==> config.mk <==
export PLATFORM = sky130hd
export DESIGN_NAME = store_buffer_flat
export DESIGN_NICKNAME = d
export VERILOG_FILES = /design/src/rtl/mem_pkg.sv /design/src/rtl/store_buffer_if.sv /design/src/rtl/store_fwd_check.sv /design/src/rtl/store_buffer.sv /design/src/flat_wrapper.sv
export SDC_FILE = /design/constraint.sdc
export NUM_CORES = 1
export LEC_CHECK = 0
export CAP_MARGIN = 20
export CORE_ASPECT_RATIO = 1.1
export CORE_MARGIN = 3
export CORE_UTILIZATION = 52
export DETAILED_ROUTE_END_ITERATION = 12
export GPL_TIMING_DRIVEN = 0
export PLACE_DENSITY_LB_ADDON = 0.08
export REMOVE_ABC_BUFFERS = 1
export SYNTH_ARGS = -nofsm -noshare
export SYNTH_HDL_FRONTEND = slang
export SYNTH_SLANG_ARGS = --single-unit
==> constraint.sdc <==
create_clock -name clk -period 10.4 [get_ports clk]
set_clock_uncertainty 0.1 [all_clocks]
set_input_delay 1.56 -clock clk [delete_from_list [all_inputs] [get_ports clk]]
set_output_delay 1.56 -clock clk [all_outputs]
set_load 0.1 [all_outputs]
==> src/rtl/mem_pkg.sv <==
// rtl/mem_pkg.sv - load/store type encodings, access sizes and byte-span overlap helpers
package mem_pkg;

    localparam logic [1:0] STORE_SB = 2'b00;
    localparam logic [1:0] STORE_SH = 2'b01;
    localparam logic [1:0] STORE_SW = 2'b10;

    localparam logic [2:0] LOAD_LB  = 3'b000;
    localparam logic [2:0] LOAD_LBU = 3'b001;
    localparam logic [2:0] LOAD_LH  = 3'b010;
    localparam logic [2:0] LOAD_LHU = 3'b011;
    localparam logic [2:0] LOAD_LW  = 3'b100;

    typedef enum logic {
        ST_RUN   = 1'b0,
        ST_FENCE = 1'b1
    } sb_state_e;

    // Unused type codes fall through to word size.
    function automatic logic [2:0] store_size(input logic [1:0] t);
        case (t)
            STORE_SB: return 3'd1;
            STORE_SH: return 3'd2;
            default:  return 3'd4;
        endcase
    endfunction

    function automatic logic [2:0] load_size(input logic [2:0] t);
        case (t)
            LOAD_LB, LOAD_LBU: return 3'd1;
            LOAD_LH, LOAD_LHU: return 3'd2;
            default:           return 3'd4;
        endcase
    endfunction

    // Spans wrap mod 2^aw; they overlap iff either start lies inside the other span.
    function automatic logic spans_overlap(input logic [31:0] a, input logic [2:0] a_size,
                                           input logic [31:0] b, input logic [2:0] b_size,
                                           input int aw);
        logic [31:0] mask;
        logic [31:0] d_ab;
        logic [31:0] d_ba;
        mask = (32'd1 << aw) - 32'd1;
        d_ab = (b - a) & mask;
        d_ba = (a - b) & mask;
        return (d_ab < {29'd0, a_size}) || (d_ba < {29'd0, b_size});
    endfunction

    function automatic logic [31:0] load_extend(input logic [31:0] d, input logic [2:0] t);
        case (t)
            LOAD_LB:  return {{24{d[7]}}, d[7:0]};
            LOAD_LBU: return {24'd0, d[7:0]};
            LOAD_LH:  return {{16{d[15]}}, d[15:0]};
            LOAD_LHU: return {16'd0, d[15:0]};
            default:  return d;
        endcase
    endfunction

endpackage

==> src/rtl/store_buffer_if.sv <==
// rtl/store_buffer_if.sv - data memory port between the store buffer (master) and memory (slave)
interface store_buffer_if #(
    parameter int AW = 8
);
    logic          mem_rd_en_o;
    logic          mem_wr_en_o;
    logic [AW-1:0] mem_addr_o;
    logic [31:0]   mem_wr_data_o;
    logic [2:0]    mem_load_type_o;
    logic [1:0]    mem_store_type_o;
    logic [31:0]   mem_rd_data_i;

    modport master (
        output mem_rd_en_o, mem_wr_en_o, mem_addr_o, mem_wr_data_o,
               mem_load_type_o, mem_store_type_o,
        input  mem_rd_data_i
    );

    modport slave (
        input  mem_rd_en_o, mem_wr_en_o, mem_addr_o, mem_wr_data_o,
               mem_load_type_o, mem_store_type_o,
        output mem_rd_data_i
    );
endinterface

==> src/rtl/store_fwd_check.sv <==
// rtl/store_fwd_check.sv - finds the youngest queued store overlapping a load and classifies it
module store_fwd_check
    import mem_pkg::*;
#(
    parameter int DEPTH = 4,
    parameter int AW    = 8,
    localparam int IW   = $clog2(DEPTH)
) (
    input  logic [DEPTH-1:0]         valid_i,
    input  logic [DEPTH-1:0][AW-1:0] addr_i,
    input  logic [DEPTH-1:0][1:0]    type_i,
    input  logic [IW-1:0]            head_i,
    input  logic [AW-1:0]            ld_addr_i,
    input  logic [2:0]               ld_type_i,
    output logic                     hit_o,
    output logic                     partial_o,
    output logic [IW-1:0]            idx_o
);

    logic          any_overlap;
    logic [IW-1:0] slot;

    // Walk oldest to youngest so the last match left in idx_o is the youngest.
    always_comb begin
        any_overlap = 1'b0;
        idx_o       = '0;
        slot        = '0;
        for (int k = 0; k < DEPTH; k++) begin
            slot = head_i + IW'(k);
            if (valid_i[slot] &&
                spans_overlap(32'(addr_i[slot]), store_size(type_i[slot]),
                              32'(ld_addr_i), load_size(ld_type_i), AW)) begin
                any_overlap = 1'b1;
                idx_o       = slot;
            end
        end
        hit_o     = any_overlap && (addr_i[idx_o] == ld_addr_i) &&
                    (store_size(type_i[idx_o]) >= load_size(ld_type_i));
        partial_o = any_overlap && !hit_o;
    end

endmodule

==> src/rtl/store_buffer.sv <==
// rtl/store_buffer.sv - FIFO store buffer with load forwarding, idle-cycle drain and fence
module store_buffer
    import mem_pkg::*;
#(
    parameter int DEPTH = 4,
    parameter int AW    = 8
) (
    input  logic          clk,
    input  logic          rst,
    input  logic          req_valid_i,
    input  logic          req_is_store_i,
    input  logic [AW-1:0] addr_i,
    input  logic [31:0]   wr_data_i,
    input  logic [1:0]    store_type_i,
    input  logic [2:0]    load_type_i,
    input  logic          fence_i,
    output logic          ready_o,
    output logic [31:0]   load_data_o,
    output logic          empty_o,
    store_buffer_if.master mem
);

    localparam int IW = $clog2(DEPTH);
    localparam int CW = IW + 1;

    sb_state_e                state_q, state_d;
    logic [IW-1:0]            head_q, head_d;
    logic [IW-1:0]            tail_q, tail_d;
    logic [CW-1:0]            count_q, count_d;
    logic [DEPTH-1:0]         valid_q, valid_d;
    logic [DEPTH-1:0][AW-1:0] ent_addr_q, ent_addr_d;
    logic [DEPTH-1:0][31:0]   ent_data_q, ent_data_d;
    logic [DEPTH-1:0][1:0]    ent_type_q, ent_type_d;

    logic          fwd_hit;
    logic          fwd_partial;
    logic [IW-1:0] fwd_idx;
    logic          fence_active;
    logic          load_port;
    logic          enq;
    logic          deq;

    store_fwd_check #(
        .DEPTH (DEPTH),
        .AW    (AW)
    ) u_fwd (
        .valid_i   (valid_q),
        .addr_i    (ent_addr_q),
        .type_i    (ent_type_q),
        .head_i    (head_q),
        .ld_addr_i (addr_i),
        .ld_type_i (load_type_i),
        .hit_o     (fwd_hit),
        .partial_o (fwd_partial),
        .idx_o     (fwd_idx)
    );

    assign empty_o = (count_q == '0);

    always_comb begin
        state_d    = state_q;
        head_d     = head_q;
        tail_d     = tail_q;
        count_d    = count_q;
        valid_d    = valid_q;
        ent_addr_d = ent_addr_q;
        ent_data_d = ent_data_q;
        ent_type_d = ent_type_q;

        ready_o              = 1'b1;
        load_data_o          = '0;
        mem.mem_rd_en_o      = 1'b0;
        mem.mem_wr_en_o      = 1'b0;
        mem.mem_addr_o       = '0;
        mem.mem_wr_data_o    = '0;
        mem.mem_load_type_o  = '0;
        mem.mem_store_type_o = '0;

        load_port = 1'b0;
        enq       = 1'b0;
        deq       = 1'b0;

        // A fence blocks the pipeline already in the cycle it is raised.
        fence_active = (state_q == ST_FENCE) || (fence_i && (count_q != '0));

        if (fence_active) begin
            ready_o = 1'b0;
        end else if (req_valid_i) begin
            if (req_is_store_i) begin
                ready_o = (count_q < CW'(DEPTH));
                enq     = ready_o;
            end else if (fwd_hit) begin
                load_data_o = load_extend(ent_data_q[fwd_idx], load_type_i);
            end else if (fwd_partial) begin
                ready_o = 1'b0;
            end else begin
                load_port           = 1'b1;
                mem.mem_rd_en_o     = 1'b1;
                mem.mem_addr_o      = addr_i;
                mem.mem_load_type_o = load_type_i;
                load_data_o         = mem.mem_rd_data_i;
            end
        end

        if (!rst && (count_q != '0) && !load_port) begin
            deq                  = 1'b1;
            mem.mem_wr_en_o      = 1'b1;
            mem.mem_addr_o       = ent_addr_q[head_q];
            mem.mem_wr_data_o    = ent_data_q[head_q];
            mem.mem_store_type_o = ent_type_q[head_q];
        end

        if (deq) begin
            valid_d[head_q] = 1'b0;
            head_d          = head_q + IW'(1);
        end
        if (enq) begin
            valid_d[tail_q]    = 1'b1;
            ent_addr_d[tail_q] = addr_i;
            ent_data_d[tail_q] = wr_data_i;
            ent_type_d[tail_q] = store_type_i;
            tail_d             = tail_q + IW'(1);
        end
        count_d = count_q + CW'(enq) - CW'(deq);
        state_d = (fence_active && (count_d != '0)) ? ST_FENCE : ST_RUN;
    end

    always_ff @(posedge clk) begin
        if (rst) begin
            state_q <= ST_RUN;
            head_q  <= '0;
            tail_q  <= '0;
            count_q <= '0;
            valid_q <= '0;
        end else begin
            state_q <= state_d;
            head_q  <= head_d;
            tail_q  <= tail_d;
            count_q <= count_d;
            valid_q <= valid_d;
        end
    end

    // Payload needs no reset: valid_q alone says whether a slot means anything.
    always_ff @(posedge clk) begin
        ent_addr_q <= ent_addr_d;
        ent_data_q <= ent_data_d;
        ent_type_q <= ent_type_d;
    end

endmodule
==> src/flat_wrapper.sv <==
// flat-port wrapper written by rule: the top's interface ports become plain ports
module store_buffer_flat import mem_pkg::*;
#(
    parameter int DEPTH = 4,
    parameter int AW    = 8
)
  (clk, rst, req_valid_i, req_is_store_i, addr_i, wr_data_i, store_type_i, load_type_i, fence_i, ready_o, load_data_o, empty_o, mem_mem_rd_en_o, mem_mem_wr_en_o, mem_mem_addr_o, mem_mem_wr_data_o, mem_mem_load_type_o, mem_mem_store_type_o, mem_mem_rd_data_i);
  store_buffer_if #(.AW(AW)) mem_i ();
  input  logic clk;
  input  logic rst;
  input  logic req_valid_i;
  input  logic req_is_store_i;
  input  logic [AW-1:0] addr_i;
  input  logic [31:0] wr_data_i;
  input  logic [1:0] store_type_i;
  input  logic [2:0] load_type_i;
  input  logic fence_i;
  output logic ready_o;
  output logic [31:0] load_data_o;
  output logic empty_o;
  output wire logic [$bits(mem_i.mem_rd_en_o)-1:0] mem_mem_rd_en_o;
  output wire logic [$bits(mem_i.mem_wr_en_o)-1:0] mem_mem_wr_en_o;
  output wire logic [$bits(mem_i.mem_addr_o)-1:0] mem_mem_addr_o;
  output wire logic [$bits(mem_i.mem_wr_data_o)-1:0] mem_mem_wr_data_o;
  output wire logic [$bits(mem_i.mem_load_type_o)-1:0] mem_mem_load_type_o;
  output wire logic [$bits(mem_i.mem_store_type_o)-1:0] mem_mem_store_type_o;
  input wire logic [$bits(mem_i.mem_rd_data_i)-1:0] mem_mem_rd_data_i;
  assign mem_mem_rd_en_o = mem_i.mem_rd_en_o;
  assign mem_mem_wr_en_o = mem_i.mem_wr_en_o;
  assign mem_mem_addr_o = mem_i.mem_addr_o;
  assign mem_mem_wr_data_o = mem_i.mem_wr_data_o;
  assign mem_mem_load_type_o = mem_i.mem_load_type_o;
  assign mem_mem_store_type_o = mem_i.mem_store_type_o;
  assign mem_i.mem_rd_data_i = mem_mem_rd_data_i;
  store_buffer #(.DEPTH(DEPTH), .AW(AW)) u_core (.clk(clk), .rst(rst), .req_valid_i(req_valid_i), .req_is_store_i(req_is_store_i), .addr_i(addr_i), .wr_data_i(wr_data_i), .store_type_i(store_type_i), .load_type_i(load_type_i), .fence_i(fence_i), .ready_o(ready_o), .load_data_o(load_data_o), .empty_o(empty_o), .mem(mem_i));
endmodule
Word level (Yosys, flattened, before mapping)
Cells that the tools add are included.
{ "totals": {"ff_bits": 180, "input_bits": 82, "output_inout_bits": 81, "word_cells": 187} }
{ "classes": {"add_sub_neg": 14, "magnitude_cmp": 18, "n_eq_ne": 9, "muxes": 94, "bitwise_logic": 3, "n_reduce_logical": 32} }
{ "op_table": {"columns": ["operator", "n"], "rows": [
  ["2-to-1 mux 32 bit", 9],
  ["binary-select mux 32 bit (select 2 bit)", 2],
  ["bitwise mux 128 bit", 1],
  ["one-hot mux 32 bit (4 select lines)", 1],
  ["2-to-1 mux 8 bit", 12],
  ["binary-select mux 8 bit (select 2 bit)", 5],
  ["demux 32 bit (select 2 bit)", 1],
  ["< comparator 8 x 3 -> 1 bit", 8],
  ["subtractor 8 bit", 8],
  ["one-hot mux 3 bit (2 select lines)", 6],
  ["bitwise mux 32 bit", 1],
  ["2-to-1 mux 1 bit", 24],
  ["2-to-1 mux 2 bit", 11],
  ["binary-select mux 2 bit (select 2 bit)", 5],
  ["< comparator 2 x 3 -> 1 bit, second input constant", 6],
  ["demux 8 bit (select 2 bit)", 1],
  ["2-to-1 mux 3 bit", 5],
  ["logical AND 1 bit", 13],
  ["equality test 2 x 1 -> 1 bit, second input constant", 5],
  ["zero test 2 bit", 5],
  ["binary-select mux 1 bit (select 2 bit)", 4],
  ["bitwise mux 8 bit", 1],
  ["equality test 8 bit", 1],
  ["2-to-1 mux 4 bit", 2],
  ["19 further kinds", 33]
]} }

Longest topological paths before layout
{ "depth": {"ltp_word": 31, "ltp_mapped": 40} }

By module
From an unflattened synthesis, not the netlist that was laid out.
{ "unflattened": {"cells_unflattened": 1196, "area_unflattened_um2": 13661.9} }
{ "modules_own_cells": {"columns": ["module", "n_inst", "cells_per_inst", "area_per_inst_um2"], "rows": [
  ["store_buffer", 1, 485, 8419.3],
  ["store_fwd_check", 1, 711, 5242.5]
]} }

Worst setup path before layout
OpenSTA, ideal clock, no wires.
{ "synth_path": {"path_type": "register to output", "start": "register u_core.head_q[0]", "end": "output load_data_o[13]", "arrival_ns": 9.036, "required_ns": 8.740, "setup_slack_ns": -0.296, "path_stages_with_launch": 37, "cell_sequence": "dfxtp_1 buf_6 buf_2 clkbuf_1 buf_1 buf_1 buf_1 mux4_2 fa_1 xor2_1 ha_1 a211o_1 a221o_1 a2111oi_4 a22oi_2 and2_4 o311a_2 nor2_2 buf_6 buf_2 buf_1 buf_1 a31oi_1 nand2b_1 ha_1 nand2b_1 a21o_1 a21oi_1 a31oi_1 nand2_1 nor2_1 mux2_1 o211a_1 and4_1 buf_6 buf_6 a32o_1"} }
{ "synth_between": {"elab_chain_cells": 24} }
{ "synth_lines": {"columns": ["element", "line", "text"], "rows": [
  ["start: declaration", "store_buffer.sv:27", "logic [IW-1:0] head_q, head_d;"],
  ["start signal: assignment", "store_buffer.sv:131", "head_q <= '0;"],
  ["start signal: assignment", "store_buffer.sv:137", "head_q <= head_d;"],
  ["parallel branches: the longest is 20 deep, another holds subtractor 8 bit", null, null],
  ["2-to-1 mux 32 bit (*)", "store_buffer.sv:92", "end else if (fwd_hit) begin"],
  ["2-to-1 mux 32 bit (*)", "store_buffer.sv:89", "if (req_is_store_i) begin"],
  ["2-to-1 mux 32 bit (*)", "store_buffer.sv:88", "end else if (req_valid_i) begin"],
  ["2-to-1 mux 32 bit (*)", "store_buffer.sv:86", "if (fence_active) begin"],
  ["end: declaration", "flat_wrapper.sv:19", "output logic [31:0] load_data_o;"]
]} }
Every way passes the cells marked *. The select of a mux whose other input is x is not followed.

Worst setup path after layout
{ "layout_path": {"start": "register u_core.head_q[1]", "end": "output load_data_o[7]"} }
The elaborated chain is that of the path after synthesis.

==> key figures <==
Worst hold path
  – Worst Hold Class: reg -> reg
  – Hold Path Depth: 2

Logic synthesis
  – Flops & latches, synth: 180
  – Unique masters post-synth: 79
  – Ys async rst share: 0%
  – Gate Count Post-Synth: 1205
  – Number of synthesized flops with an enable pin: 168
  – Synth Warn #: 0
  – Top post-synthesis cells by count: edfxtp_1 (168), nand2_1 (102), ha_1 (89), mux4_2 (74), inv_1 (72)
  – Share of the synthesized area in the top cell type: 37.3%
  – Synth area leaders: edfxtp_1 (37%), mux4_2 (12%), ha_1 (8.2%)
  – Sequential element share of the synthesized area: 39.1%
  – Count leader, synth: edfxtp_1
  – Yosys top cell by area: edfxtp_1
  – Top_reg_cell synth: edfxtp_1
  – Synth Area per Inst: 11.2 µm²
  – Mapped cell area: 13500 µm²

Power and ir drop
  – Logic pwr share: 62.3%
  – Pleak: 0.00593 µW
  – Max IR drop VDD: 0.147 mV
  – PwrDens: 246 nW/µm²
  – Net Sw Power: 1910 µW
  – Sequential power share: 21.9%
  – Clock share of power: 15.8%
  – Total power: 4010 µW
  – Sw Ratio: 47.7%
  – Internal power: 2100 µW

Floorplanning
  – Die width: 160 µm
  – FP Rows: 61
  – Die area: 28000 µm²
  – Initial Util: 53.2%
  – Num ports: 163
  – Core area: 25400 µm²
  – Die Y: 175 µm

Placed design
  – IO Port Bufs: 162
  – Dpl hpwl: 26.6 mm
  – Final GP Congestion: 0.919
  – Place WS: -2360 ps
  – Placed cell areas: 15600 µm²

Detailed routing
  – DRT Pass-1 Iters: 5
  – Final ANT Viol Nets: 0
  – Iter 0 DRT Violations: 950
  – Final wirelength: 39.2 mm
  – WL per Instance: 23.0 µm
  – Vias: 10701
  – DRC: 0
  – Vias/cell: 6.26

Timing
  – Final Critical Period: 9970 ps
  – Final Hold Slack: 456 ps
  – Highest Clock Rate: 0.100 GHz
  – Relative slew slack: 27.0%
  – Pins over their slew limit: 0
  – # setup viols final: 0
  – Worst slew pin tran: 1090 ps
  – Final period utilization: 95.9%
  – Final hold viol count: 0
  – Worst setup margin: 429 ps
  – RSZ-0062 raised after global routing: false

GRT
  – Antenna violations before repair: 0
  – First-pass GRT wire length: 60.5 mm
  – Gr usage total: 27.9%
  – Grt ovf: 0
  – Vias in the first global route: 10708
  – Largest net degree at the start of global routing: 34

Run status
  – Status: finished, final reports clean

Worst setup path
  – Crit path kind: reg -> out
  – CP endpoint kind: primary output
  – Critical path depth in cells: 31
  – Setup crit start kind: register
  – Crit path buffers/inverters: 4
  – Crit path max-delay cell type: mux4_2
  – CP top delay family: compound AO/OA/AOI/OAI gates
  – Worst EP required: 8740 ps
  – FF-to-FF path depth: 23
  – Critical path's largest stage delay: 600 ps
  – Worst-path maximum fanout: 33
  – Critical Path AT: 8310 ps

Clock network
  – Root Buffer: clkbuf_16
  – H-tree lvl count: 4
  – # hold bufs at CTS: 0
  – CTS clk-pin slew, worst paths: 80 ps
  – CTS max path bufs: 2
  – Num CTS Buffers: 17
  – CTS tree: yes
  – Clock latency on the worst-skew pair: 430 ps
  – Clk sinks: 180

Finish
  – Area Growth Syn to Fin: 20.6%
  – # nets final: 1530
  – Design area: 16300 µm²
  – Layout cell share with drive strength beyond 1: 18.5%
  – Final Core Density: 64.2%

Flow run
  – Max-cap viol count: 0
[routing by layer]
layer,part of all wire [%],vias to the layer above,track usage [%]
li1,-,4910,-
met1,40,5328,35.3
met2,49,392,47.5
met3,7.2,71,5.67
met4,3.1,0,10.3
met5,0,-,0
[power groups by stage]
stage                     combinational, µW  sequential [µW]  clock, µW
after CTS                              2490              877        638
after floorplan                        1770              941          0
final                                  2500              878        633
after detailed placement               2360              946          0
after global placement                 2310              983          0
after global routing                   2690              882        672
[kinds of logic after synthesis]
kind of cell / Yosys count / share of synthesized area [%]
buffers and inverters: 144 / 4.53
multiplexers: 147 / 18.0
XOR/XNOR: 29 / 1.88
adder cells (fa/ha/maj): 98 / 9.57
AND/OR/NAND/NOR: 323 / 12.6
flip-flops: 180 / 39.1
AO/OA/AOI/OAI: 284 / 14.3
[cells in the final DEF (no fill, tap or decap), types with 13 or more instances in the layout]
master           synthesis  routed
buf_4                    0      17
nor2_1                  46      43
a32o_1                  15      15
buf_2                   10      33
and2_1                  57      53
o21ai_0                 62      62
a31oi_1                 13      13
ha_1                    89      88
nand3_1                 17      17
a211oi_1                17      17
clkbuf_16                0      17
a21o_1                  16      16
xor2_1                  17      17
nor2b_1                 16      16
a21oi_1                 71      70
mux4_2                  74      74
nand2_1                102     101
a31o_1                  16      16
mux2i_1                 42      42
inv_1                   72      69
edfxtp_1               168     168
clkdlybuf4s50_1          0     121
mux2_2                  29      29
[metrics by stage]
step / setup TNS [ps] / cells
4_1_cts: 0 / 1699
2_1_floorplan: -265200 / 1133
3_3_place_gp: -630150 / 1641
6_report: 0 / 1710
3_5_place_dp: -85070 / 1653
5_1_grt: 0 / 1709
[worst reg2reg max path: stages (launching register included)]
cell       delay [ps]
dfxtp_4           570
inv_1             240
ha_4              440
buf_16            200
mux4_2            340
ha_1              450
or3b_2            460
and4_1            210
o22ai_1           130
a2111o_1          150
a2bb2oi_1         460
and2_4            270
nand3_1           200
nor2_4            550
buf_16            240
or3_1             460
inv_1             470
buf_16            300
ha_1              320
inv_1              40
ha_1              180
fa_1              500
nor2_1             50
a211oi_1          220
[layout make-up]
cell class | count | area [µm²]
Sequential cell | 180 | 5290
Tap cell | 346 | 433
Multi-Input combinational cell | 883 | 7760
Fill cell | 2040 | 9110
Inverter | 72 | 278
Clock buffer | 17 | 425
Antenna cell | 1 | 2.50
Clock inverter | 15 | 165
Timing Repair Buffer | 196 | 1950
[final timing paths]
path	start	to	slack, ps
hold reg to reg	u_core.tail_q[1]$_SDFFE_PP0P_	u_core.tail_q[1]$_SDFFE_PP0P_	460
setup / recovery	u_core.head_q[1]$_SDFFE_PP0P_	load_data_o[7]	430
setup reg to reg	u_core.head_q[1]$_SDFFE_PP0P_	u_core.state_q$_SDFF_PP0_	2770
hold / removal	u_core.tail_q[1]$_SDFFE_PP0P_	u_core.tail_q[1]$_SDFFE_PP0P_	460
[sequential cells by signal (all words and copies together) (netlist names)]
name               count
u_core.tail_q          2
u_core.valid_q         4
u_core.state_q         1
u_core.ent_type_q      8
u_core.ent_data_q    128
u_core.count_q         3
u_core.head_q          2
u_core.ent_addr_q     32
[what timing repair did]
action	in CTS	in global routing
buffers inserted	11	10
pin swaps	2	3
gates cloned	3	0
endpoints found under the setup margin	71	33
resized for setup	195	19
Note: power is estimated with default switching activity, not from simulation.
